[config.mk]
export PLATFORM = sky130hd
export DESIGN_NAME = divider_signed_seq
export DESIGN_NICKNAME = d
export VERILOG_FILES = /design/src/rtl/divider_signed_seq.sv
export SDC_FILE = /design/constraint.sdc
export NUM_CORES = 1
export LEC_CHECK = 0
export CAP_MARGIN = 20
export CORE_MARGIN = 1
export CORE_UTILIZATION = 28
export DETAILED_ROUTE_END_ITERATION = 10
export GPL_TIMING_DRIVEN = 0
export PLACE_DENSITY_LB_ADDON = 0.15
export REMOVE_ABC_BUFFERS = 1
export SETUP_SLACK_MARGIN = 0.5
export SLEW_MARGIN = 15
export SYNTH_ARGS = -nofsm -noshare
export SYNTH_HDL_FRONTEND = slang
export SYNTH_SLANG_ARGS = --single-unit
[constraint.sdc]
create_clock -name clk -period 7.3 [get_ports clk]
set_input_delay 2.19 -clock clk [delete_from_list [all_inputs] [get_ports clk]]
set_output_delay 2.19 -clock clk [all_outputs]
set_load 0.02 [all_outputs]
[src/rtl/divider_signed_seq.sv]
// Purpose : iterative radix-2 restoring signed divider (quotient truncates toward zero, remainder takes dividend sign).
// Latency : SIZE+2 cycles from input handshake to out_valid; 1 cycle for divide-by-zero and MIN/-1 overflow.
// Backpr. : in_ready only in IDLE; result held in DONE until out_ready, no overlap between operations.
//
// Ports:
//   clk, rst               : clock, synchronous active-high reset
//   in_valid/in_ready      : operand handshake (dividend, divisor, SIZE-bit two's complement)
//   out_valid/out_ready    : result handshake (quotient, remainder, div_by_zero, overflow)
//   busy                   : high while iterating (CALC) or applying signs (FIX)
module divider_signed_seq #(
  parameter int SIZE = 32
) (
  input  logic            clk,
  input  logic            rst,
  input  logic            in_valid,
  output logic            in_ready,
  input  logic [SIZE-1:0] dividend,
  input  logic [SIZE-1:0] divisor,
  output logic            out_valid,
  input  logic            out_ready,
  output logic [SIZE-1:0] quotient,
  output logic [SIZE-1:0] remainder,
  output logic            div_by_zero,
  output logic            overflow,
  output logic            busy
);

  localparam int              CW      = $clog2(SIZE);
  localparam logic [SIZE-1:0] ONE     = SIZE'(1);
  localparam logic [SIZE-1:0] MIN_VAL = {1'b1, {(SIZE-1){1'b0}}};

  typedef enum logic [1:0] {
    S_IDLE,
    S_CALC,
    S_FIX,
    S_DONE
  } state_t;

  state_t r_state;
  state_t w_next;

  logic [CW-1:0]   r_cnt;
  logic [SIZE-1:0] r_abs_dv;
  // Dividend bits shift out of the MSB while quotient bits shift in at the LSB.
  logic [SIZE-1:0] r_quo;
  // Partial remainder. Between iterations it is always below |divisor| <= 2^(SIZE-1),
  // so only the shifted trial value needs the extra (SIZE+1)th bit.
  logic [SIZE-1:0] r_rem;
  logic            r_sign_q;
  logic            r_sign_r;
  logic [SIZE-1:0] r_quotient;
  logic [SIZE-1:0] r_remainder;
  logic            r_dbz;
  logic            r_ovf;

  logic            w_div_zero;
  logic            w_ovf_case;
  logic [SIZE-1:0] w_abs_dd;
  logic [SIZE-1:0] w_abs_dv;
  logic [SIZE:0]   w_shift;
  logic [SIZE:0]   w_diff;
  logic            w_qbit;

  assign w_div_zero = (divisor == '0);
  assign w_ovf_case = (dividend == MIN_VAL) && (divisor == '1);

  // MIN maps to 2^(SIZE-1), which is representable as an unsigned SIZE-bit value.
  assign w_abs_dd = dividend[SIZE-1] ? (~dividend + ONE) : dividend;
  assign w_abs_dv = divisor[SIZE-1]  ? (~divisor + ONE)  : divisor;

  // Trial subtraction: a borrow (MSB set) means the shifted remainder is below the divisor.
  assign w_shift = {r_rem, r_quo[SIZE-1]};
  assign w_diff  = w_shift - {1'b0, r_abs_dv};
  assign w_qbit  = ~w_diff[SIZE];

  always_ff @(posedge clk) begin
    if (rst) begin
      r_state <= S_IDLE;
    end else begin
      r_state <= w_next;
    end
  end

  always_comb begin
    w_next    = r_state;
    in_ready  = 1'b0;
    out_valid = 1'b0;
    busy      = 1'b0;
    case (r_state)
      S_IDLE: begin
        in_ready = 1'b1;
        if (in_valid) begin
          w_next = (w_div_zero || w_ovf_case) ? S_DONE : S_CALC;
        end
      end
      S_CALC: begin
        busy = 1'b1;
        if (r_cnt == '0) begin
          w_next = S_FIX;
        end
      end
      S_FIX: begin
        busy   = 1'b1;
        w_next = S_DONE;
      end
      S_DONE: begin
        out_valid = 1'b1;
        if (out_ready) begin
          w_next = S_IDLE;
        end
      end
      default: w_next = S_IDLE;
    endcase
  end

  always_ff @(posedge clk) begin
    if (rst) begin
      r_cnt       <= '0;
      r_abs_dv    <= '0;
      r_quo       <= '0;
      r_rem       <= '0;
      r_sign_q    <= 1'b0;
      r_sign_r    <= 1'b0;
      r_quotient  <= '0;
      r_remainder <= '0;
      r_dbz       <= 1'b0;
      r_ovf       <= 1'b0;
    end else begin
      case (r_state)
        S_IDLE: begin
          if (in_valid) begin
            r_sign_q <= dividend[SIZE-1] ^ divisor[SIZE-1];
            r_sign_r <= dividend[SIZE-1];
            r_abs_dv <= w_abs_dv;
            r_quo    <= w_abs_dd;
            r_rem    <= '0;
            r_cnt    <= CW'(SIZE - 1);
            r_dbz    <= w_div_zero;
            r_ovf    <= w_ovf_case;
            if (w_div_zero) begin
              r_quotient  <= '1;
              r_remainder <= dividend;
            end else if (w_ovf_case) begin
              r_quotient  <= MIN_VAL;
              r_remainder <= '0;
            end
          end
        end
        S_CALC: begin
          r_rem <= w_qbit ? w_diff[SIZE-1:0] : w_shift[SIZE-1:0];
          r_quo <= {r_quo[SIZE-2:0], w_qbit};
          r_cnt <= r_cnt - CW'(1);
        end
        S_FIX: begin
          // Negating zero yields zero, so a zero result never picks up a sign artefact.
          r_quotient  <= r_sign_q ? (~r_quo + ONE) : r_quo;
          r_remainder <= r_sign_r ? (~r_rem + ONE) : r_rem;
        end
        default: begin
        end
      endcase
    end
  end

  assign quotient    = r_quotient;
  assign remainder   = r_remainder;
  assign div_by_zero = r_dbz;
  assign overflow    = r_ovf;

endmodule

# After elaboration in Yosys (flattened, before gate mapping)
# Cells that the tools add are included.
# Widths: inputs -> output; s select.
# totals
in_bits	68
ff_bits	171
out_inout_bits	69
# op_classes
bitwise	6
n_eq_ne	9
n_addsub	6
muxes	27
n_reduce_logical	12
# op_table
operator	n
$mux 32	13
$pmux 32 s2	4
$add 32x1->32 const B	4
$not 32->32	4
$eq 32x32->1 const B	2
$sub 33x32->33	1
$logic_not 32->1	1
$pmux 5 s2	1
$mux 2	4
$pmux 2 s4	1
$ne 2x2->1 const B	3
$reduce_and 3->1	2
$logic_not 5->1	1
$mux 5	1
$sub 5x1->5 const B	1
$eq 2x2->1 const B	2
$reduce_and 2->1	2
$reduce_bool 2->1	2
$mux 1	3
$ne 3x3->1 const B	1
$eq 2x1->1 const B	1
$logic_not 2->1	1
$reduce_or 2->1	1
$logic_and 1x1->1	1
other kinds (3)	3

# Logic depth before layout (Yosys ltp)
# logic_depth
depth_word	6
ltp_mapped	14

# Least setup slack after synthesis
# Ideal clock, no wire load.
# synth_path
kind	input port to flip-flop
from	input port dividend[10]
to	register r_remainder[10] (netlist: remainder[10])
arrival_ns	4.553
path_stages	11
slack_ns	2.615
n_path_buf	2
path_cell_list	or4_4 > or4_4 > nor4b_4 > nand2_2 > nor3_2 > nor2_1 > o21a_1 > buf_6 > buf_6 > a221oi_1 > nor3_1
# synth_via
elab_chain_cells	4
# synth_lines
item	line	text
start, declared	17	input logic [SIZE-1:0] dividend,
$eq 32x32->1	65	assign w_ovf_case = (dividend == MIN_VAL) && (divisor == '1);
$logic_and 1x1->1	65	
$ne 3x3->1 (no line)	n/a	
$reduce_and 3->1 (no line)	n/a	
end signal, assigned	142	r_remainder <= dividend;
end signal, assigned	157	r_remainder <= r_sign_r ? (~r_rem + ONE) : r_rem;
end, declared	52	logic [SIZE-1:0] r_remainder;
# Several ways; a longest one is shown, not always the timed one. The select of a mux whose other input is x is not followed.
# A chain may end at the register's enable or synchronous reset.

# Worst setup path after layout
# layout_path
from	input port divisor[7]
to	register r_remainder[17] (netlist: remainder[17])
# layout_via
elab_chain_cells	4
# layout_lines
item	line	text
start, declared	18	input logic [SIZE-1:0] divisor,
$eq 32x32->1 / $logic_not 32->1 (equally long branches)	65, 64	
$logic_and 1x1->1 / $mux 32 (equally long branches)	65, 140	
$ne 3x3->1 (no line) / $mux 32 (equally long branches)	n/a	
$reduce_and 3->1 (no line) / $pmux 32 s2 (equally long branches)	n/a	
# Several ways; a longest one is shown, not always the timed one. The select of a mux whose other input is x is not followed.

==> results.py <==
metrics = {
    "finish": {
        "syn_to_final_growth_pct": 21.4,
        "stdcell_area_mm2": 0.0140,
        "nNetsFinal": 1662,
        "drive_gt1_frac": 0.0589,
        "final_util": 0.348,
    },
    "timing": {
        "hold_violations": 0,
        "slew_headroom": 0.323,
        "fin_crit_sh": 0.819,
        "fin_skew_ns": 0.0158,
        "tightest_slew_ns": 1.01,
        "setup_viol": 0,
        "slew_viol_final": 0,
        "min_period_ns": 5.98,
        "fmax_mhz": 167,
        "rsz0062_at_grt": "no",
    },
    "setup_path": {
        "start_kind": "input port",
        "cp.required_ns": 7.60,
        "end_kind": "flip-flop",
        "crit_fanout": 37,
        "path_class": "input port to flip-flop",
        "cp.arrival_ns": 6.28,
    },
    "global_route": {
        "busiest_layer": "met2",
        "grt_max_degree": 85,
        "grt_util_met1": 0.221,
        "grt_pass1_wl_um": 54600,
        "overflow": 0,
        "use_met2": 0.273,
        "globalRouteTotalUtil": 0.164,
        "met3_usage": 0.0185,
        "first_global_vias": 9907,
        "antenna_found_initial": 0,
    },
    "die": {
        "fp.dieW_um": 205,
        "die_h_um": 205,
        "fp.dieArea_mm2": 0.0419,
        "start_util": 0.287,
        "ios": 137,
        "core_area_mm2": 0.0401,
        "std_cell_rows": 73,
    },
    "placed_design": {
        "dp_hpwl_um": 25800,
        "gp_congestion": 0.828,
        "portBuffers": 136,
        "dpl_cell_area_mm2": 0.0134,
    },
    "yosys": {
        "synth.yosys.seq_area_share": 0.298,
        "synth-seq-cells": 171,
        "async_flop_share": 0,
        "synth_edf_count": 0,
        "syn_area_per_cell_um2": 7.76,
        "ys_warn_count": 0,
        "synthCells": 1482,
        "ys_types": 68,
        "synth_flop_cell": "dfxtp_1",
        "syn_area_mm2": 0.0115,
    },
    "clock_network": {
        "cts.repair.resized": 0,
        "clk_pin_slew_ns": 0.07,
        "cts_buffers": 17,
        "root_buffer": "clkbuf_16",
        "post_cts.repair.setup_buffers": 0,
        "insertion_delay_ns": 0.44,
        "cts_tree": "built",
        "clock-sinks": 171,
        "cts_hold_buf": 0,
        "htree_levels": 4,
        "max-clock-path-buffers": 2,
    },
    "run": {
        "cap_viol_max_count": 0,
    },
    "drt": {
        "drc": 0,
        "wl_um": 33900,
        "detail-route-antenna-nets": 0,
        "first_iter_violations": 597,
        "drtPass1Iterations": 5,
        "via_per_inst": 4.99,
        "vias": 10400,
        "wl_per_cell_um": 16.2,
    },
    "power": {
        "irDropWorstVdd_v": 0.000154,
        "pwr_density_cell_mw_per_mm2": 298,
        "p_leak_nw": 5.07,
        "p_total_w": 0.00416,
    },
    "status": {
        "status": "completed",
    },
    "min_path": {
        "hold_path.class": "flip-flop to flip-flop",
    },
}
==> cell usage in the layout, fill, tap and decap left out, types with 4 or more instances in the layout <==
cell type,instances
nand4_1,14
o21bai_1,5
xnor2_1,69
a21oi_1,118
o41ai_1,22
a22o_1,4
a221oi_2,22
mux2i_1,31
or3_1,5
and3_1,6
buf_16,4
nand3_1,19
nor2_1,103
clkdlybuf4s50_1,134
ha_1,41
clkbuf_16,17
or4_1,16
dfxtp_1,171
nand2b_1,20
a211oi_1,45
nand2_1,223
nor2b_1,10
o21ai_0,105
buf_12,5
a221oi_1,13
clkinv_4,4
o211ai_1,8
o21a_1,4
a32oi_1,5
a31oi_1,6
nor3_1,52
inv_1,52
nor4_1,7
nand3b_1,4
a21o_1,14
o31ai_1,33
xor2_1,78
or4_4,4
==> layout make-up <==
class	instances	area, um2
inverters	52	195
well taps	525	657
flip-flops and latches	171	3420
diodes	1	2.50
fillers	4266	26100
repair buffers	147	1600
clock buffers	20	447
clock inverters	12	140
multi-input cells	1161	7510
==> sequential cells by signal, summed over array words and instances, names as in the netlist <==
name         cells
div_by_zero      1
overflow         1
quotient        32
r_abs_dv        32
r_cnt            5
r_quo           32
r_rem           32
r_sign_q         1
r_sign_r         1
r_state          2
remainder       32
==> power by group <==
part | total (W) | internal [W] | switching [W]
clock | 0.000929 | 0.000517 | 0.000412
sequential | 0.00131 | 0.00112 | 0.000197
combinational | 0.00192 | 0.000752 | 0.00116
total | 0.00416 | 0.00239 | 0.00177
==> synth_stat cells (13+ instances only) <==
cell | number | area [um2]
o41ai_1 | 22 | 193
nand4_1 | 14 | 87.6
xnor2_1 | 69 | 604
o21ai_0 | 105 | 526
nand2b_1 | 20 | 125
nor2_1 | 105 | 394
clkbuf_1 | 73 | 274
a21o_1 | 14 | 105
a221oi_2 | 22 | 330
ha_1 | 43 | 538
nand2_1 | 223 | 837
mux2i_1 | 31 | 310
inv_1 | 52 | 195
a221oi_1 | 13 | 114
dfxtp_1 | 171 | 3420
nor3_1 | 52 | 260
a21oi_1 | 118 | 591
o31ai_1 | 33 | 248
nand3_1 | 20 | 100
xor2_1 | 78 | 683
or4_1 | 16 | 120
a211oi_1 | 45 | 338
==> worst max-delay path, stage by stage <==
cell and delay, ns:
clkdlybuf4s50_1 0.52, or4_4 0.59, or4_4 0.47, nor3_2 0.23, nand3_2 0.17, nor4_4 0.54
nor2_1 0.29, o21a_4 0.42, buf_12 0.25, a221oi_1 0.50, nor3_1 0.08
==> per-layer routing <==
| layer | wire, um | vias to the layer above |
|---|---|---|
| met5 | 0 | - |
| met4 | 568 | 0 |
| met3 | 1180 | 25 |
| met2 | 15900 | 201 |
| met1 | 16200 | 4741 |
| li1 | - | 5456 |
==> cell families (layout without fill, tap and decap cells) <==
group                      Yosys count  after routing  synth area share
xor gates and xnor gates           147            147             0.112
AOI/OAI and AO/OA                  432            432             0.254
buffers and inverters              150            231            0.0555
other                                0              1                 0
muxes                               32             32            0.0279
and+or+nand+nor                    506            506             0.205
DFF                                171            171             0.298
adders and majority gates           44             44            0.0485
==> stage by stage <==
step | hold slack [ns] | setup WS, ns | std cells | setup TNS (ns)
floorplan | 0.426 | 0.821 | 1384 | 0
global placement | 0.441 | -3.00 | 2045 | -201.84
detailed placement | 0.445 | 0.820 | 2056 | 0
CTS | 0.454 | 1.29 | 2088 | 0
global route | 0.463 | 1.22 | 2088 | 0
finish | 0.450 | 1.32 | 2089 | 0
==> worst paths after layout <==
kind	startpoint	slack, ns	to	cells after the start
setup / recovery	divisor[7]	1.32	remainder[17]	11
hold / removal	quotient[27]	0.45	quotient[27]	2
setup reg to reg	r_quo[31]	3.43	r_rem[21]	12
hold reg to reg	quotient[27]	0.45	quotient[27]	2
(Power assumes the default switching activity.)
